### src/rtl/jtag_ir_param_if.sv
// TAP-side control and IR-side result bundle for the parametrised JTAG IR.
// The master modport is the TAP controller; the slave modport is the IR.
interface jtag_ir_param_if #(
  parameter int IR_WIDTH = 4
);
  // Keep the status bus at least one bit wide so a 2-bit IR still elaborates.
  localparam int SW = (IR_WIDTH > 2) ? IR_WIDTH - 2 : 1;

  logic                test_logic_reset;
  logic                capture_ir;
  logic                shift_ir;
  logic                update_ir;
  logic                tdi;
  logic [SW-1:0]       status_in;
  logic                tdo;
  logic                tdo_en;
  logic [IR_WIDTH-1:0] instr;
  logic                sel_extest;
  logic                sel_sample;
  logic                sel_idcode;
  logic                sel_bypass;
  logic                update_done;

  modport master (
    output test_logic_reset, capture_ir, shift_ir, update_ir, tdi, status_in,
    input  tdo, tdo_en, instr, sel_extest, sel_sample, sel_idcode, sel_bypass,
           update_done
  );

  modport slave (
    input  test_logic_reset, capture_ir, shift_ir, update_ir, tdi, status_in,
    output tdo, tdo_en, instr, sel_extest, sel_sample, sel_idcode, sel_bypass,
           update_done
  );
endinterface

### src/rtl/jtag_ir_param.sv
// Parametrised JTAG instruction register: shift stage, update stage and registered one-hot decode.
// Controls take effect on the rising clock edge; tdo is combinational from the shift stage LSB.
module jtag_ir_param #(
  parameter int                  IR_WIDTH    = 4,
  parameter logic [IR_WIDTH-1:0] RESET_INSTR = 4'b0010,
  parameter logic [IR_WIDTH-1:0] OPC_EXTEST  = 4'b0000,
  parameter logic [IR_WIDTH-1:0] OPC_SAMPLE  = 4'b0001,
  parameter logic [IR_WIDTH-1:0] OPC_IDCODE  = 4'b0010
) (
  input logic             clock,
  input logic             reset,
  jtag_ir_param_if.slave  ir
);

  localparam logic [IR_WIDTH-1:0] SR_RESET = IR_WIDTH'(1);

  logic [IR_WIDTH-1:0] sr;
  logic [IR_WIDTH-1:0] instr_q;
  logic [3:0]          sel_q;   // {bypass, idcode, sample, extest}
  logic                tdo_en_q;
  logic                update_done_q;
  logic [IR_WIDTH-1:0] cap_val;

  generate
    if (IR_WIDTH > 2) begin : g_status
      assign cap_val = {ir.status_in[IR_WIDTH-3:0], 2'b01};
    end else begin : g_no_status
      assign cap_val = SR_RESET;
    end
  endgenerate

  // All-ones is always BYPASS; among colliding opcodes extest wins over sample over idcode.
  function automatic logic [3:0] decode(input logic [IR_WIDTH-1:0] v);
    logic [3:0] s;
    s = 4'b1000;
    if (!(&v)) begin
      if (v == OPC_EXTEST)      s = 4'b0001;
      else if (v == OPC_SAMPLE) s = 4'b0010;
      else if (v == OPC_IDCODE) s = 4'b0100;
    end
    return s;
  endfunction

  always_ff @(posedge clock or posedge reset) begin
    if (reset) begin
      sr            <= SR_RESET;
      instr_q       <= RESET_INSTR;
      sel_q         <= decode(RESET_INSTR);
      tdo_en_q      <= 1'b0;
      update_done_q <= 1'b0;
    end else if (ir.test_logic_reset) begin
      sr            <= SR_RESET;
      instr_q       <= RESET_INSTR;
      sel_q         <= decode(RESET_INSTR);
      tdo_en_q      <= 1'b0;
      update_done_q <= 1'b0;
    end else begin
      tdo_en_q      <= ir.shift_ir;
      update_done_q <= 1'b0;
      if (ir.capture_ir) begin
        sr <= cap_val;
      end else if (ir.shift_ir) begin
        sr <= {ir.tdi, sr[IR_WIDTH-1:1]};
      end else if (ir.update_ir) begin
        // Decode the incoming value so selects move together with instr.
        instr_q       <= sr;
        sel_q         <= decode(sr);
        update_done_q <= 1'b1;
      end
    end
  end

  assign ir.tdo         = sr[0];
  assign ir.tdo_en      = tdo_en_q;
  assign ir.instr       = instr_q;
  assign ir.sel_extest  = sel_q[0];
  assign ir.sel_sample  = sel_q[1];
  assign ir.sel_idcode  = sel_q[2];
  assign ir.sel_bypass  = sel_q[3];
  assign ir.update_done = update_done_q;

endmodule

### src/flat_wrapper.sv
// flat-port wrapper written by rule: the top's interface ports become plain ports
module jtag_ir_param_flat 
#(
  parameter int                  IR_WIDTH    = 4,
  parameter logic [IR_WIDTH-1:0] RESET_INSTR = 4'b0010,
  parameter logic [IR_WIDTH-1:0] OPC_EXTEST  = 4'b0000,
  parameter logic [IR_WIDTH-1:0] OPC_SAMPLE  = 4'b0001,
  parameter logic [IR_WIDTH-1:0] OPC_IDCODE  = 4'b0010
)
  (clock, reset, ir_test_logic_reset, ir_capture_ir, ir_shift_ir, ir_update_ir, ir_tdi, ir_status_in, ir_tdo, ir_tdo_en, ir_instr, ir_sel_extest, ir_sel_sample, ir_sel_idcode, ir_sel_bypass, ir_update_done);
  jtag_ir_param_if #(.IR_WIDTH(IR_WIDTH)) ir_i ();
  input logic clock;
  input logic reset;
  input wire logic [$bits(ir_i.test_logic_reset)-1:0] ir_test_logic_reset;
  input wire logic [$bits(ir_i.capture_ir)-1:0] ir_capture_ir;
  input wire logic [$bits(ir_i.shift_ir)-1:0] ir_shift_ir;
  input wire logic [$bits(ir_i.update_ir)-1:0] ir_update_ir;
  input wire logic [$bits(ir_i.tdi)-1:0] ir_tdi;
  input wire logic [$bits(ir_i.status_in)-1:0] ir_status_in;
  output wire logic [$bits(ir_i.tdo)-1:0] ir_tdo;
  output wire logic [$bits(ir_i.tdo_en)-1:0] ir_tdo_en;
  output wire logic [$bits(ir_i.instr)-1:0] ir_instr;
  output wire logic [$bits(ir_i.sel_extest)-1:0] ir_sel_extest;
  output wire logic [$bits(ir_i.sel_sample)-1:0] ir_sel_sample;
  output wire logic [$bits(ir_i.sel_idcode)-1:0] ir_sel_idcode;
  output wire logic [$bits(ir_i.sel_bypass)-1:0] ir_sel_bypass;
  output wire logic [$bits(ir_i.update_done)-1:0] ir_update_done;
  assign ir_i.test_logic_reset = ir_test_logic_reset;
  assign ir_i.capture_ir = ir_capture_ir;
  assign ir_i.shift_ir = ir_shift_ir;
  assign ir_i.update_ir = ir_update_ir;
  assign ir_i.tdi = ir_tdi;
  assign ir_i.status_in = ir_status_in;
  assign ir_tdo = ir_i.tdo;
  assign ir_tdo_en = ir_i.tdo_en;
  assign ir_instr = ir_i.instr;
  assign ir_sel_extest = ir_i.sel_extest;
  assign ir_sel_sample = ir_i.sel_sample;
  assign ir_sel_idcode = ir_i.sel_idcode;
  assign ir_sel_bypass = ir_i.sel_bypass;
  assign ir_update_done = ir_i.update_done;
  jtag_ir_param #(.IR_WIDTH(IR_WIDTH), .RESET_INSTR(RESET_INSTR), .OPC_EXTEST(OPC_EXTEST), .OPC_SAMPLE(OPC_SAMPLE), .OPC_IDCODE(OPC_IDCODE)) u_core (.clock(clock), .reset(reset), .ir(ir_i));
endmodule
### config.mk
export PLATFORM = sky130hd
export DESIGN_NAME = jtag_ir_param_flat
export DESIGN_NICKNAME = d
export VERILOG_FILES = /design/src/rtl/jtag_ir_param_if.sv /design/src/rtl/jtag_ir_param.sv /design/src/flat_wrapper.sv
export SDC_FILE = /design/constraint.sdc
export NUM_CORES = 1
export LEC_CHECK = 0
export ABC_AREA = 1
export CORE_MARGIN = 4
export CORE_UTILIZATION = 34
export CTS_BUF_LIST = sky130_fd_sc_hd__clkbuf_4 sky130_fd_sc_hd__clkbuf_8
export DETAILED_ROUTE_END_ITERATION = 10
export GPL_ROUTABILITY_DRIVEN = 0
export MAX_ROUTING_LAYER = met4
export PLACE_DENSITY = 0.62
export SLEW_MARGIN = 15
export SYNTH_ARGS = -nofsm -noshare
export SYNTH_HDL_FRONTEND = slang
export SYNTH_SLANG_ARGS = --single-unit
### constraint.sdc
create_clock -name clock -period 2.1 [get_ports clock]
set_input_delay 0.21 -clock clock [delete_from_list [all_inputs] [get_ports clock]]
set_output_delay 0.21 -clock clock [all_outputs]
set_load 0.005 [all_outputs]
== After elaboration in Yosys (flattened, before gate mapping) ==
Cells that the tools add are included.

* Divide/modulo/power cells: 0
* Bitwise operators: 0
* Reduce and logical (&&, ||, !) cells: 5
* Add/sub/neg operators: 0
* Shifts and indexed selects: 0
* Magnitude comparators: 0
* Multiplexer cells: 20
* $mul: 0
* Equal/unequal tests: 4

{| class="wikitable"
|+ Operator list
! kind !! number
|-
| $mux W4 || 15
|-
| $mux W1 || 5
|-
| $eq A4 B1 Y1 const B || 1
|-
| $eq A4 B2 Y1 const B || 1
|-
| $logic_not A4 Y1 || 1
|-
| $ne A2 B2 Y1 const B || 2
|-
| $reduce_and A4 Y1 || 1
|-
| $reduce_and A3 Y1 || 1
|-
| $reduce_bool A3 Y1 || 1
|-
| $reduce_bool A2 Y1 || 1
|}

* Bits in registers: 14
* Memories kept: 0
* ROM bits: 0
* Word-level logic and storage cells: 34
* Latch bits: 0
* Bits of input ports: 9
* Output and inout port bits: 11
* RAM bits: 0

== Logic depth before layout (Yosys ltp) ==
Gate-level depths: netlist (run 1).

* Word-level depth: 9
* Gate-level depth with buffers: 6
* Gate-level depth less buffers: 6

== Worst setup path after synthesis (run 1) ==
Ideal clock, no wire load.

* Path kind: flip-flop to flip-flop
* Start: register u_core.sr[0]
* End: register u_core.sel_q[3]
* Slack: 1,202 ps
* Cell stages (with the launch flop): 5
* Arrival: 833 ps
* Required time: 2,035 ps
* Buffers on the path: 0
* Library setup time: 65 ps
* Cells stage by stage: dfstp_2 > inv_1 > o21ai_0 > nand2_1 > nand2_1

* Word-level cells in the longest chain between the ends: 9
* Elaborated cells between the ends (all ways): 12
* Those cells by class: eq/ne (2); mux (8); reduce/logical (2)

{| class="wikitable"
|+ Ends and longest elaborated chain
! element !! RTL line !! source
|-
| from (decl) || jtag_ir_param.sv:17 || <nowiki>logic [IR_WIDTH-1:0] sr;</nowiki>
|-
| from (signal assigned) || jtag_ir_param.sv:61 || <nowiki>sr <= cap_val;</nowiki>
|-
| from (signal assigned) || jtag_ir_param.sv:63 || <nowiki>sr <= {ir.tdi, sr[IR_WIDTH-1:1]};</nowiki>
|-
| $eq A4 B2 Y1 || jtag_ir_param.sv:39 || <nowiki>else if (v == OPC_IDCODE) s = 4'b0100;</nowiki>
|-
| $mux W4 || jtag_ir_param.sv:39 ||
|-
| $mux W4 || jtag_ir_param.sv:38 || <nowiki>else if (v == OPC_SAMPLE) s = 4'b0010;</nowiki>
|-
| $mux W4 || jtag_ir_param.sv:37 || <nowiki>if (v == OPC_EXTEST) s = 4'b0001;</nowiki>
|-
| $mux W4 (*) || jtag_ir_param.sv:36 || <nowiki>if (!(&v)) begin</nowiki>
|-
| $mux W4 (*) || jtag_ir_param.sv:64 || <nowiki>end else if (ir.update_ir) begin</nowiki>
|-
| $mux W4 (*) || jtag_ir_param.sv:62 || <nowiki>end else if (ir.shift_ir) begin</nowiki>
|-
| $mux W4 (*) || jtag_ir_param.sv:60 || <nowiki>if (ir.capture_ir) begin</nowiki>
|-
| $mux W4 (*) || jtag_ir_param.sv:51 || <nowiki>end else if (ir.test_logic_reset) begin</nowiki>
|-
| to (signal assigned) || jtag_ir_param.sv:48 || <nowiki>sel_q <= decode(RESET_INSTR);</nowiki>
|-
| to (signal assigned) || jtag_ir_param.sv:54 || <nowiki>sel_q <= decode(RESET_INSTR);</nowiki>
|-
| to (signal assigned) || jtag_ir_param.sv:67 || <nowiki>sel_q <= decode(sr);</nowiki>
|-
| to (decl) || jtag_ir_param.sv:19 || <nowiki>logic [3:0] sel_q;</nowiki>
|}

Mark *: on every way between the ends. The rest lies on a longest branch, timed or not. The select of a mux whose other input is x is not followed.
A chain may end at the register's enable or synchronous reset.

== Final worst setup path (run 1) ==
* Start: register u_core.sr[0]
* End: output ir_tdo

{| class="wikitable"
|+ RTL lines
! element !! RTL line !! source
|-
| to (decl) || flat_wrapper.sv:20 || <nowiki>output wire logic [$bits(ir_i.tdo)-1:0] ir_tdo;</nowiki>
|}

No word-level cell between the ends.

==> results.yml, run 1 <==
run_status:
  status: "completed"
timing:
  setup_viol: 0
  fin_tns_setup_ns: 0
  tightest_slew_ns: 0.5190
  max-slew-margin-rel: 0.6537
  fin_crit_sh: 0.7392
  final.min_clock_period_ns: 1.552
  skew_ns: 0.002709
  fmax_mhz: 644.2
  finalHoldViolations: 0
  whs_ns: 0.2651
  rsz0062_at_grt: "false"
  final_max_slew_viol_count: 0
drt:
  ant_nets: 0
  vias_per_cell: 4.387
  wl_per_cell_um: 9.672
  drtPass1Iterations: 4
  drcViolationCount: 0
  vias: 522
  drt-total-wl_mm: 1.151
  drtIter0Drc: 2
clock_network:
  cts_sinks: 14
  ctsResizeCount: 0
  cts_setup_buffers: 0
  ctsHoldBuffers: 0
  tritoncts: "built"
  cts_inserted_buffers: 3
  root_buffer: "clkbuf_4"
  cts_max_level: 1
  clk_latency_ns: 0.27
  clkTransAtPathRegs_ns: 0.08
  cts_buffer_depth: 2
setup_path:
  crit_end: "ir_tdo"
  crit_arrival_ns: 1.34
  r2r-end: "u_core.sel_q[3]"
  crit_start: "u_core.sr[0]"
  rrSetupSlack_ns: 1.14
  cp.depth: 1
  critical_path_class: "flop to output port"
  critPathCaptureType: "output port"
  slowest_delay_ns: 0.57
  slowest_stage: "dfstp_2"
  cp_cell_sequence: "clkdlybuf4s50_1"
  rr_startpoint: "u_core.sr[0]"
  critPathRequiredTime_ns: 1.89
  worst-r2r-cell-count: 4
  crit_family: "flip-flops"
  path_buf_inv: 1
  path_max_fanout: 4
  crit_path_start_kind: "flop"
grt:
  grt_pass1_vias: 474
  grt_max_degree: 15
  overflow: 0
  antenna_found_initial: 0
  grt_usage: 0.1070
  grt_pass1_wl_mm: 2.097
finish:
  area_growth_pct: 39.69
  multi_input_area_um2: 242.7
  final_nets: 104
  num-fill-cells: 170
  ff_latch_area_um2: 354.1
  fin_cells: 119
  final_common_cell: "clkdlybuf4s50_1"
  drive_gt1_frac: 0.1383
  stdcell_area_um2: 889.6
  layout_common_cells: "clkdlybuf4s50_1, nand2_1, dfrtp_1"
  final_util: 0.5097
  insertedDiodeCount: 0
power:
  seqPwrFrac: 0.520
  p_sw_frac: 0.2325
  power.share.clock: 0.332
  power.leakage_nw: 0.4063
  peakVddDrop_mv: 0.2612
  intPower_uw: 433.8
  power_density_mw_per_mm2: 635.3
  p_comb_frac: 0.149
  switchingPower_uw: 131.4
synthesis:
  ys_top_cells_by_area: "dfrtp_1, dfstp_2, nand2_1"
  synth_top_cell_by_area: "dfrtp_1"
  syn-cell-area_um2: 636.9
  yosysWarningCount: 0
  seq_area_frac_synth: 0.5560
  avgSynthCellArea_um2: 8.845
  syn_nets: 81
  ys_types: 17
  yosysTopAreaCellShare: 0.4322
  synth-seq-cells: 14
  synth_cells: 72
hold_path:
  hp-class: "input port to asynchronous set/reset pin"
place:
  port_buffers: 19
  dp_cells: 115
  place_area_um2: 853.3
  dpl.hpwl_um: 929
die:
  die_width_um: 51.28
  start_util: 0.3649
  ios: 20
  num_rows: 15
  dieArea_mm2: 0.002630
  dieHeight_um: 51.28
  core-area_mm2: 0.001745
job:
  maxCapViolations: 0
[cells by family after synthesis]
logic type / share of synthesized area
simple gates: 0.2751
flops: 0.5560
compound gates: 0.1061
buf+inv: 0.06286
[area by class of cell]
cell class	instances	area share
clock buffer	4	0.04079
timing repair buffer	19	0.2138
tap	25	0.03516
inverter	9	0.03938
multi-input combinational	48	0.2729
sequential	14	0.3980
[metal layers]
layer	track usage	vias to the layer above	wire length, µm
met5	-	-	0
met4	0.03930	0	0
met3	0.02915	0	91
met2	0.1481	17	480
met1	0.1488	230	579
li1	-	275	-
[state kept, by name, summed over array words and instances (netlist names)]
name	flops
u_core.sr	4
u_core.sel_q	4
u_core.ir.tdo_en	1
u_core.ir.update_done	1
u_core.ir.instr	4
[worst min-delay path by stage]
stage	from	endpoint	slack (ns)
2_1_floorplan	reset	u_core.ir.instr[0]	0.1
3_5_place_dp	u_core.ir.instr[1]	u_core.ir.instr[1]	0.48
5_1_grt	reset	u_core.ir.tdo_en	0.33
4_1_cts	reset	u_core.ir.tdo_en	0.28
3_3_place_gp	u_core.sel_q[2]	u_core.sel_q[2]	0.48
6_report	reset	u_core.sr[1]	0.27
[metrics by stage]
step | worst slack, ns | power, mW
floorplan | 1.202 | 0.3370
global placement | 0.7609 | 0.3840
detailed placement | 0.7476 | 0.3844
CTS | 0.5343 | 0.5736
global route | 0.5009 | 0.5986
finish | 0.5477 | 0.5651
[cells in the mapped netlist]
cell	instances
a21oi_1	1
buf_2	1
clkinv_2	1
dfrtp_1	11
dfstp_2	3
inv_1	7
inv_2	1
nand2_1	16
nand2_2	1
nand2_4	1
nand3_1	10
nand3_4	1
nor2_1	5
nor2_4	1
o211ai_1	1
o21ai_0	6
o21ai_1	5
[power groups by stage]
stage                     sequential, mW  clock (mW)  combinational [mW]
final                              0.294       0.187              0.0841
after global routing               0.296       0.208              0.0948
after CTS                          0.294       0.194              0.0856
after detailed placement           0.299           0              0.0853
after global placement             0.299           0              0.0851
after floorplan                    0.299           0              0.0384
No activity file was read; power rests on OpenSTA's default activity.
==> run 2, diff against run 1 <==
--- a/config.mk
+++ b/config.mk
@@ -12,7 +12,7 @@
 export DETAILED_ROUTE_END_ITERATION = 10
 export GPL_ROUTABILITY_DRIVEN = 0
 export MAX_ROUTING_LAYER = met4
-export PLACE_DENSITY = 0.62
+export PLACE_DENSITY = 0.64
 export SLEW_MARGIN = 15
 export SYNTH_ARGS = -nofsm -noshare
 export SYNTH_HDL_FRONTEND = slang
==> constraint.sdc (replaced) <==
create_clock -name clock -period 1.39 [get_ports clock]
set_input_delay 0.139 -clock clock [delete_from_list [all_inputs] [get_ports clock]]
set_output_delay 0.139 -clock clock [all_outputs]
set_load 0.005 [all_outputs]
==> run 2 against run 1 <==
  * Sequential share of layout area is 0.82 points lower
  * Worst hold slack worse by 0.071 ns
  * Cell area is 2.1% higher
  * Via count is 8.6% higher
  * Wire length is 5.7% higher
  * Clock skew hardly changed
  * Clock-buffer cell count stayed put
  * Largest cell class unchanged
  * Largest power group unchanged
==> results.yml, run 2 (synthesized netlist as in run 1, its figures left out) <==
clock_network:
  root_buffer: "clkbuf_4"
  cts_max_level: 1
  cts_inserted_buffers: 3
  cts_buffer_depth: 2
  clkTransAtPathRegs_ns: 0.08
  ctsHoldBuffers: 0
  cts_sinks: 14
  clk_latency_ns: 0.27
  tritoncts: "built"
drt:
  ant_nets: 0
  wl_per_cell_um: 9.975
  drtIter0Drc: 2
  drtPass1Iterations: 4
  drcViolationCount: 0
  vias_per_cell: 4.648
  vias: 567
  drt-total-wl_mm: 1.217
setup_path:
  crit_arrival_ns: 1.13
  crit_family: "buffers and inverters"
  r2r-end: "u_core.sel_q[3]"
  rrSetupSlack_ns: 0.32
  path_buf_inv: 1
  crit_path_start_kind: "flop"
  critical_path_class: "flop to output port"
  rr_startpoint: "u_core.sr[0]"
  slowest_delay_ns: 0.50
  critPathRequiredTime_ns: 1.25
  slowest_stage: "clkdlybuf4s50_1"
  crit_start: "u_core.ir.instr[2]"
  cp_cell_sequence: "clkdlybuf4s50_1"
  critPathCaptureType: "output port"
  path_max_fanout: 2
  worst-r2r-cell-count: 5
die:
  dieArea_mm2: 0.002630
  start_util: 0.3649
  num_rows: 15
  die_width_um: 51.28
  ios: 20
  dieHeight_um: 51.28
  core-area_mm2: 0.001745
grt:
  grt_pass1_wl_mm: 2.235
  antenna_found_initial: 0
  use_met2: 0.1931
  grt_use_met3: 0.02915
  grt_pass1_vias: 542
  gr-max-usage-layer: "met2"
  grt_usage: 0.1155
  globalRouteMet1Util: 0.1298
  overflow: 0
  grt_max_degree: 15
timing:
  tightest_slew_ns: 0.5123
  fin_crit_sh: 0.9102
  fin_tns_setup_ns: 0
  rsz0062_at_grt: "false"
  final_max_slew_viol_count: 0
  fmax_mhz: 790.4
  skew_ns: 0.003097
  setup_ws_ns: 0.1248
  setup_viol: 0
  final.min_clock_period_ns: 1.265
  whs_ns: 0.1945
  max-slew-margin-rel: 0.6581
  finalHoldViolations: 0
place:
  dp_slack_ns: 0.08009
  dpl.hpwl_um: 965.3
  port_buffers: 19
job:
  maxCapViolations: 0
power:
  power_density_mw_per_mm2: 939.6
  power.leakage_nw: 0.4227
  power.share.clock: 0.330
  p_comb_frac: 0.152
  peakVddDrop_mv: 0.4118
  switchingPower_uw: 198.4
  seqPwrFrac: 0.518
  intPower_uw: 655.1
  p_sw_frac: 0.2324
finish:
  insertedDiodeCount: 0
  layout_common_cells: "nand2_1, clkdlybuf4s50_1, dfrtp_1"
  final_nets: 107
  area_growth_pct: 42.63
  drive_gt1_frac: 0.1649
run_status:
  status: "completed"
hold_path:
  hp-class: "input port to asynchronous set/reset pin"
[run 2: cell types whose count changed in the layout (fill, tap and decap cells not counted)]
cell	delta
clkdlybuf4s50_1	-3
dlygate4sd2_1	+3
buf_4	+3
[run 2: final cells by class]
| type | instances | area, µm² |
|---|---|---|
| timing repair buffer | 22 | 209.0 |
| fill | 182 | 837.1 |
| inverter | 9 | 35.03 |
| tap | 25 | 31.28 |
| multi-input combinational | 48 | 242.7 |
| sequential | 14 | 354.1 |
| clock buffer | 4 | 36.28 |
[run 2: power by group through the flow]
stage / Sequential (mW) / Combinational, mW / Clock, mW
after floorplan: 0.451 / 0.0579 / 0
after CTS: 0.442 / 0.132 / 0.291
after global routing: 0.445 / 0.147 / 0.309
after detailed placement: 0.451 / 0.134 / 0
final: 0.442 / 0.130 / 0.282
after global placement: 0.451 / 0.132 / 0
[run 2: metrics by stage]
| step | instances | util | power [mW] | area, µm² |
|---|---|---|---|---|
| global route | 122 | 0.5204 | 0.9007 | 908.4 |
| global placement | 117 | 0.4975 | 0.5837 | 868.3 |
| floorplan | 72 | - | 0.5091 | 636.9 |
| CTS | 122 | 0.5204 | 0.8657 | 908.4 |
| finish | 122 | 0.5204 | 0.8535 | 908.4 |
| detailed placement | 117 | 0.4975 | 0.5852 | 868.3 |
[run 2: worst max path at each step]
stage                                    end  slack (ns)  cells after the start
after floorplan              u_core.sel_q[3]        0.49                      4
after global placement    u_core.ir.instr[3]        0.13                      5
after detailed placement     u_core.sel_q[0]        0.08                      5
after CTS                        ir_instr[0]        0.11                      1
after global routing           ir_sel_sample        0.07                      1
final                            ir_instr[2]        0.12                      1
[run 2: layer usage]
layer | share of wire | vias to the layer above
met5 | 0 | -
met4 | 0.0082 | 0
met3 | 0.061 | 2
met2 | 0.48 | 15
met1 | 0.45 | 267
li1 | - | 283
[run 2: repair_timing]
action,in CTS,in global routing
gates resized for setup,3,0
buffers inserted,1,0
setup endpoints to repair,3,0
==> run 3, diff against run 2 <==
--- a/config.mk
+++ b/config.mk
@@ -8,11 +8,11 @@
 export ABC_AREA = 1
 export CORE_MARGIN = 4
 export CORE_UTILIZATION = 34
-export CTS_BUF_LIST = sky130_fd_sc_hd__clkbuf_4 sky130_fd_sc_hd__clkbuf_8
 export DETAILED_ROUTE_END_ITERATION = 10
 export GPL_ROUTABILITY_DRIVEN = 0
 export MAX_ROUTING_LAYER = met4
 export PLACE_DENSITY = 0.64
+export SKIP_LAST_GASP = 1
 export SLEW_MARGIN = 15
 export SYNTH_ARGS = -nofsm -noshare
 export SYNTH_HDL_FRONTEND = slang
==> results of run 3 <==
Same layout as run 2: the final DEF is identical, and so are final timing and power.
==> variant 1 (config.mk and constraints of run 2) <==
Reset style: synchronous (`reset`), changed in one clocked block.
--- a/src/rtl/jtag_ir_param.sv
+++ b/src/rtl/jtag_ir_param.sv
@@ -41,7 +41,7 @@
     return s;
   endfunction
 
-  always_ff @(posedge clock or posedge reset) begin
+  always_ff @(posedge clock) begin
     if (reset) begin
       sr            <= SR_RESET;
       instr_q       <= RESET_INSTR;
Formal check against the unedited RTL: differs if reset is asserted again (counterexample within 4 cycles, from zero or initial values and one cycle with reset high); with reset held inactive, the same outputs for 10 cycles.
==> variant 1 against run 2 <==
  * Clock power is 2% higher
  * Area after synthesis is 9.8% lower
  * Power is 6.1% lower
  * Routed wire length is 3.1% higher
  * Global-route usage is 0.18 points higher
  * Final area is 9.2% lower
  * Worst setup slack worse by 26 ps
  * Sequential share of layout area is 4.8 points lower
  * Sequential cell count stayed put
==> variant 1: results (changes against run 2) <==
stage,metric,value,unit,change
final_layout,clockNetworkAreaShare,4.40,%,+0.41 points
final_layout,n_all_buffers,20,,-9.1%
final_layout,inv_count,8,,-1
final_layout,multi_input_gates,54,,+13%
logic_synthesis,synth_fp_nets,86,,+6.2%
power,powerDensity,972,nW/um2,+3.5%
setup_path,worst_ep_arrival_time,1150,ps,+20 ps
grt,track_usage,11.7,%,+0.18 points
final_layout,multi_input_area_share,31.4,%,+4.7 points
drt,num_vias,551,,-2.8%
sta,relSlewSlack,84.3,%,+18 points
place,dpl_cell_area,787,um2,-9.4%
setup_path,crit_start,u_core.sr[0]$_SDFFE_PP1P_,,
sta,finalCriticalPeriod,1290,ps,+25.5 ps
drt,drt_iter0_drc,6,,+4
logic_synthesis,synth_area_leader_cell,dfxtp_1,,
setup_path,crit_path_max_fanout,5,,+3
power,vdd_drop_max,426,uV,+3.6%
setup_path,reg2reg_setup_slack,420,ps,+100 ps
sta,whs,472,ps,+277 ps
logic_synthesis,synthTopCellsByCount,"nand2_1 (16), nor2_1 (16), dfxtp_1 (14)",,
place,place.detailed.hpwl,976,um,+1.1%
logic_synthesis,ys_top_cells_by_area,"dfxtp_1 (49%), nand2_1 (10%), nor2_1 (10%)",,
final_layout,drive_above_1_share,13.0,%,-3.5 points
min_path,hp-class,reg2reg,,
setup_path,cp-endpoint,ir_tdo,,
cts,post_cts_buffers,0,,-1
run_status,status,completed,,
logic_synthesis,yosysUniqueCellTypes,14,,-3
logic_synthesis,synth_compound_area_share,7.41,%,-3.2 points
setup_path,rr_endpoint,u_core.sel_q[3]$_SDFFE_PP0P_,,
variant 1: report_power, final:
part,internal [mW],switching (mW),total (mW)
clock network,0.159,0.129,0.288
logic,0.0482,0.0472,0.0954
registers,0.411,0.00726,0.418
total,0.618,0.184,0.802
variant 1: metal layers:
| metal | global-route usage, % | routed length [um] |
|---|---|---|
| met1 | 14.3 | 570 |
| met2 | 17.4 | 603 |
| met3 | 2.75 | 65 |
| met4 | 7.11 | 15 |
| met5 | - | 0 |
variant 1: logic make-up after synthesis:
| kind of cell | Yosys count |
|---|---|
| and+or+nand+nor | 46 |
| buffers and inverters | 9 |
| DFF | 14 |
| AOI/OAI and AO/OA | 8 |
variant 1: through the flow:
stage	cells	util (%)
after floorplan	77	-
after global placement	112	50.5
after detailed placement	112	50.5
after CTS	116	52.8
after global routing	116	52.9
final	116	52.9
==> variant 2 (config.mk and constraints of run 2) <==
Made on the original files. `IR_WIDTH` is set to 4 in 3 places; all go to 5.
--- a/src/rtl/jtag_ir_param_if.sv
+++ b/src/rtl/jtag_ir_param_if.sv
@@ -1,7 +1,7 @@
 // TAP-side control and IR-side result bundle for the parametrised JTAG IR.
 // The master modport is the TAP controller; the slave modport is the IR.
 interface jtag_ir_param_if #(
-  parameter int IR_WIDTH = 4
+  parameter int IR_WIDTH = 5
 );
   // Keep the status bus at least one bit wide so a 2-bit IR still elaborates.
   localparam int SW = (IR_WIDTH > 2) ? IR_WIDTH - 2 : 1;
--- a/src/rtl/jtag_ir_param.sv
+++ b/src/rtl/jtag_ir_param.sv
@@ -1,7 +1,7 @@
 // Parametrised JTAG instruction register: shift stage, update stage and registered one-hot decode.
 // Controls take effect on the rising clock edge; tdo is combinational from the shift stage LSB.
 module jtag_ir_param #(
-  parameter int                  IR_WIDTH    = 4,
+  parameter int                  IR_WIDTH    = 5,
   parameter logic [IR_WIDTH-1:0] RESET_INSTR = 4'b0010,
   parameter logic [IR_WIDTH-1:0] OPC_EXTEST  = 4'b0000,
   parameter logic [IR_WIDTH-1:0] OPC_SAMPLE  = 4'b0001,
--- a/src/flat_wrapper.sv
+++ b/src/flat_wrapper.sv
@@ -1,7 +1,7 @@
 // flat-port wrapper written by rule: the top's interface ports become plain ports
 module jtag_ir_param_flat 
 #(
-  parameter int                  IR_WIDTH    = 4,
+  parameter int                  IR_WIDTH    = 5,
   parameter logic [IR_WIDTH-1:0] RESET_INSTR = 4'b0010,
   parameter logic [IR_WIDTH-1:0] OPC_EXTEST  = 4'b0000,
   parameter logic [IR_WIDTH-1:0] OPC_SAMPLE  = 4'b0001,
Ports: changed (resized ir_instr and ir_status_in); port bits go from 20 to 22. The function was not compared with the original's and may differ.
==> variant 2 against run 2 <==
  * Final area increased by 16%
  * Sequential power is 14% higher
  * Register-to-register slack improved by 40 ps
  * Maximum frequency shrank 2.3%
  * Power grew 12%
  * Area after synthesis grew 20%
  * Sequential cell count up 2
  * First-iteration DRC count rose to 7.0 times the old value
  * Worst setup slack got worse by 29 ps
  * Critical path depth is the same
  * Routed wire length increased by 32%
  * Critical path type unchanged
  * Largest cell class unchanged
  * Largest power group unchanged
==> variant 2: results (changes against run 2) <==
stage,metric,value,unit,change
drt,dr_wl_met2,732,um,+26%
final_layout,n_all_buffers,24,,+9.1%
grt,use_met1,13.7,%,+0.69 points
sta,whs,157,ps,-37.2 ps
setup_path,worst_r2r_path_depth,6,,+1
drt,wl_met3,126,um,+70%
final_layout,multi_input_gates,64,,+33%
power,vdd_drop_max,455,uV,+10%
setup_path,rr_endpoint,u_core.sel_q[0]$_DFFE_PP0P_,,
sta,tightest_slew,210,ps,-302 ps
grt,use_met3,2.56,%,-0.35 points
cts,post_cts_buffers,0,,-1
run_status,status,completed,,
place,place.detailed.hpwl,1270,um,+32%
setup_path,worst_ep_arrival_time,1160,ps,+30 ps
logic_synthesis,synthFlopType,dfrtp_1,,
final_layout,drive_above_1_share,16.7,%,+0.17 points
grt,grt_pass1_vias,683,,+26%
drt,wl_met1,719,um,+30%
logic_synthesis,yosys_register_bits,16,,+2
sta,max_freq,0.772,GHz,-2.3%
logic_synthesis,yosysSeqAreaShare,53.0,%,-2.6 points
logic_synthesis,ys_top_cells_by_area,"dfrtp_1 (43%), nand2_1 (16%), dfstp_2 (10%)",,
grt,grt_max_degree,17,,+2
final_layout,buffer_area_share,21.7,%,-1.3 points
final_layout,inv_count,12,,+3
sta,skew,4.41,ps,+1.32 ps
place,dpl_cell_area,1020,um2,+18%
final_layout,sh_seq_area,38.3,%,-0.71 points
setup_path,reg2reg_setup_slack,360,ps,+40 ps
grt,grt_pass1_wl,2790,um,+25%
drt,viasPerCell,4.68,,+0.70%
final_layout,multi_input_area,305,um2,+26%
place,pre_cts_slack,80.8,ps,+0.699 ps
drt,drt_iter0_drc,14,,+12
place,numPortBuffers,21,,+2
grt,track_usage,11.5,%,-0.069 points
final_layout,num-nets-final,131,,+22%
grt,use_met2,18.2,%,-1.1 points
final_layout,fillCellCount,211,,+16%
final_layout,postLayoutCoreUtil,51.7,%,-0.33 points
logic_synthesis,synthTopCellsByCount,"nand2_1 (32), dfrtp_1 (13), nand3_1 (13)",,
drt,wire_per_inst,10.9,um,+9.7%
final_layout,design_area,1060,um2,+16%
==> variant 2: cell types whose count changed after synthesis, moves of 2 or more <==
cell / delta
dfrtp_1: +2
nand3_1: +3
inv_2: +2
nand2_1: +16
o21ai_0: -4
==> variant 2: power breakdown <==
part | switching, mW | internal, mW | total [mW]
combinational | 0.0792 | 0.0716 | 0.151
sequential | 0.0123 | 0.490 | 0.502
clock | 0.147 | 0.160 | 0.306
==> variant 2: through the flow <==
stage | std cells | total power [mW]
2_1_floorplan | 93 | 0.586
3_3_place_gp | 143 | 0.666
3_5_place_dp | 143 | 0.668
4_1_cts | 147 | 0.969
5_1_grt | 147 | 1.00
6_report | 147 | 0.959
==> variant 2: cells by family after synthesis <==
logic type	after synthesis	synth area share [%]
and+or+nand+nor	56	34.3
AOI/OAI and AO/OA	8	5.75
DFF	16	53.0
buffers and inverters	13	6.90
==> variant 2: timing repair <==
item,CTS,global route
hold buffers,0,0
gates resized for setup,3,0
endpoints found under the setup margin,3,0
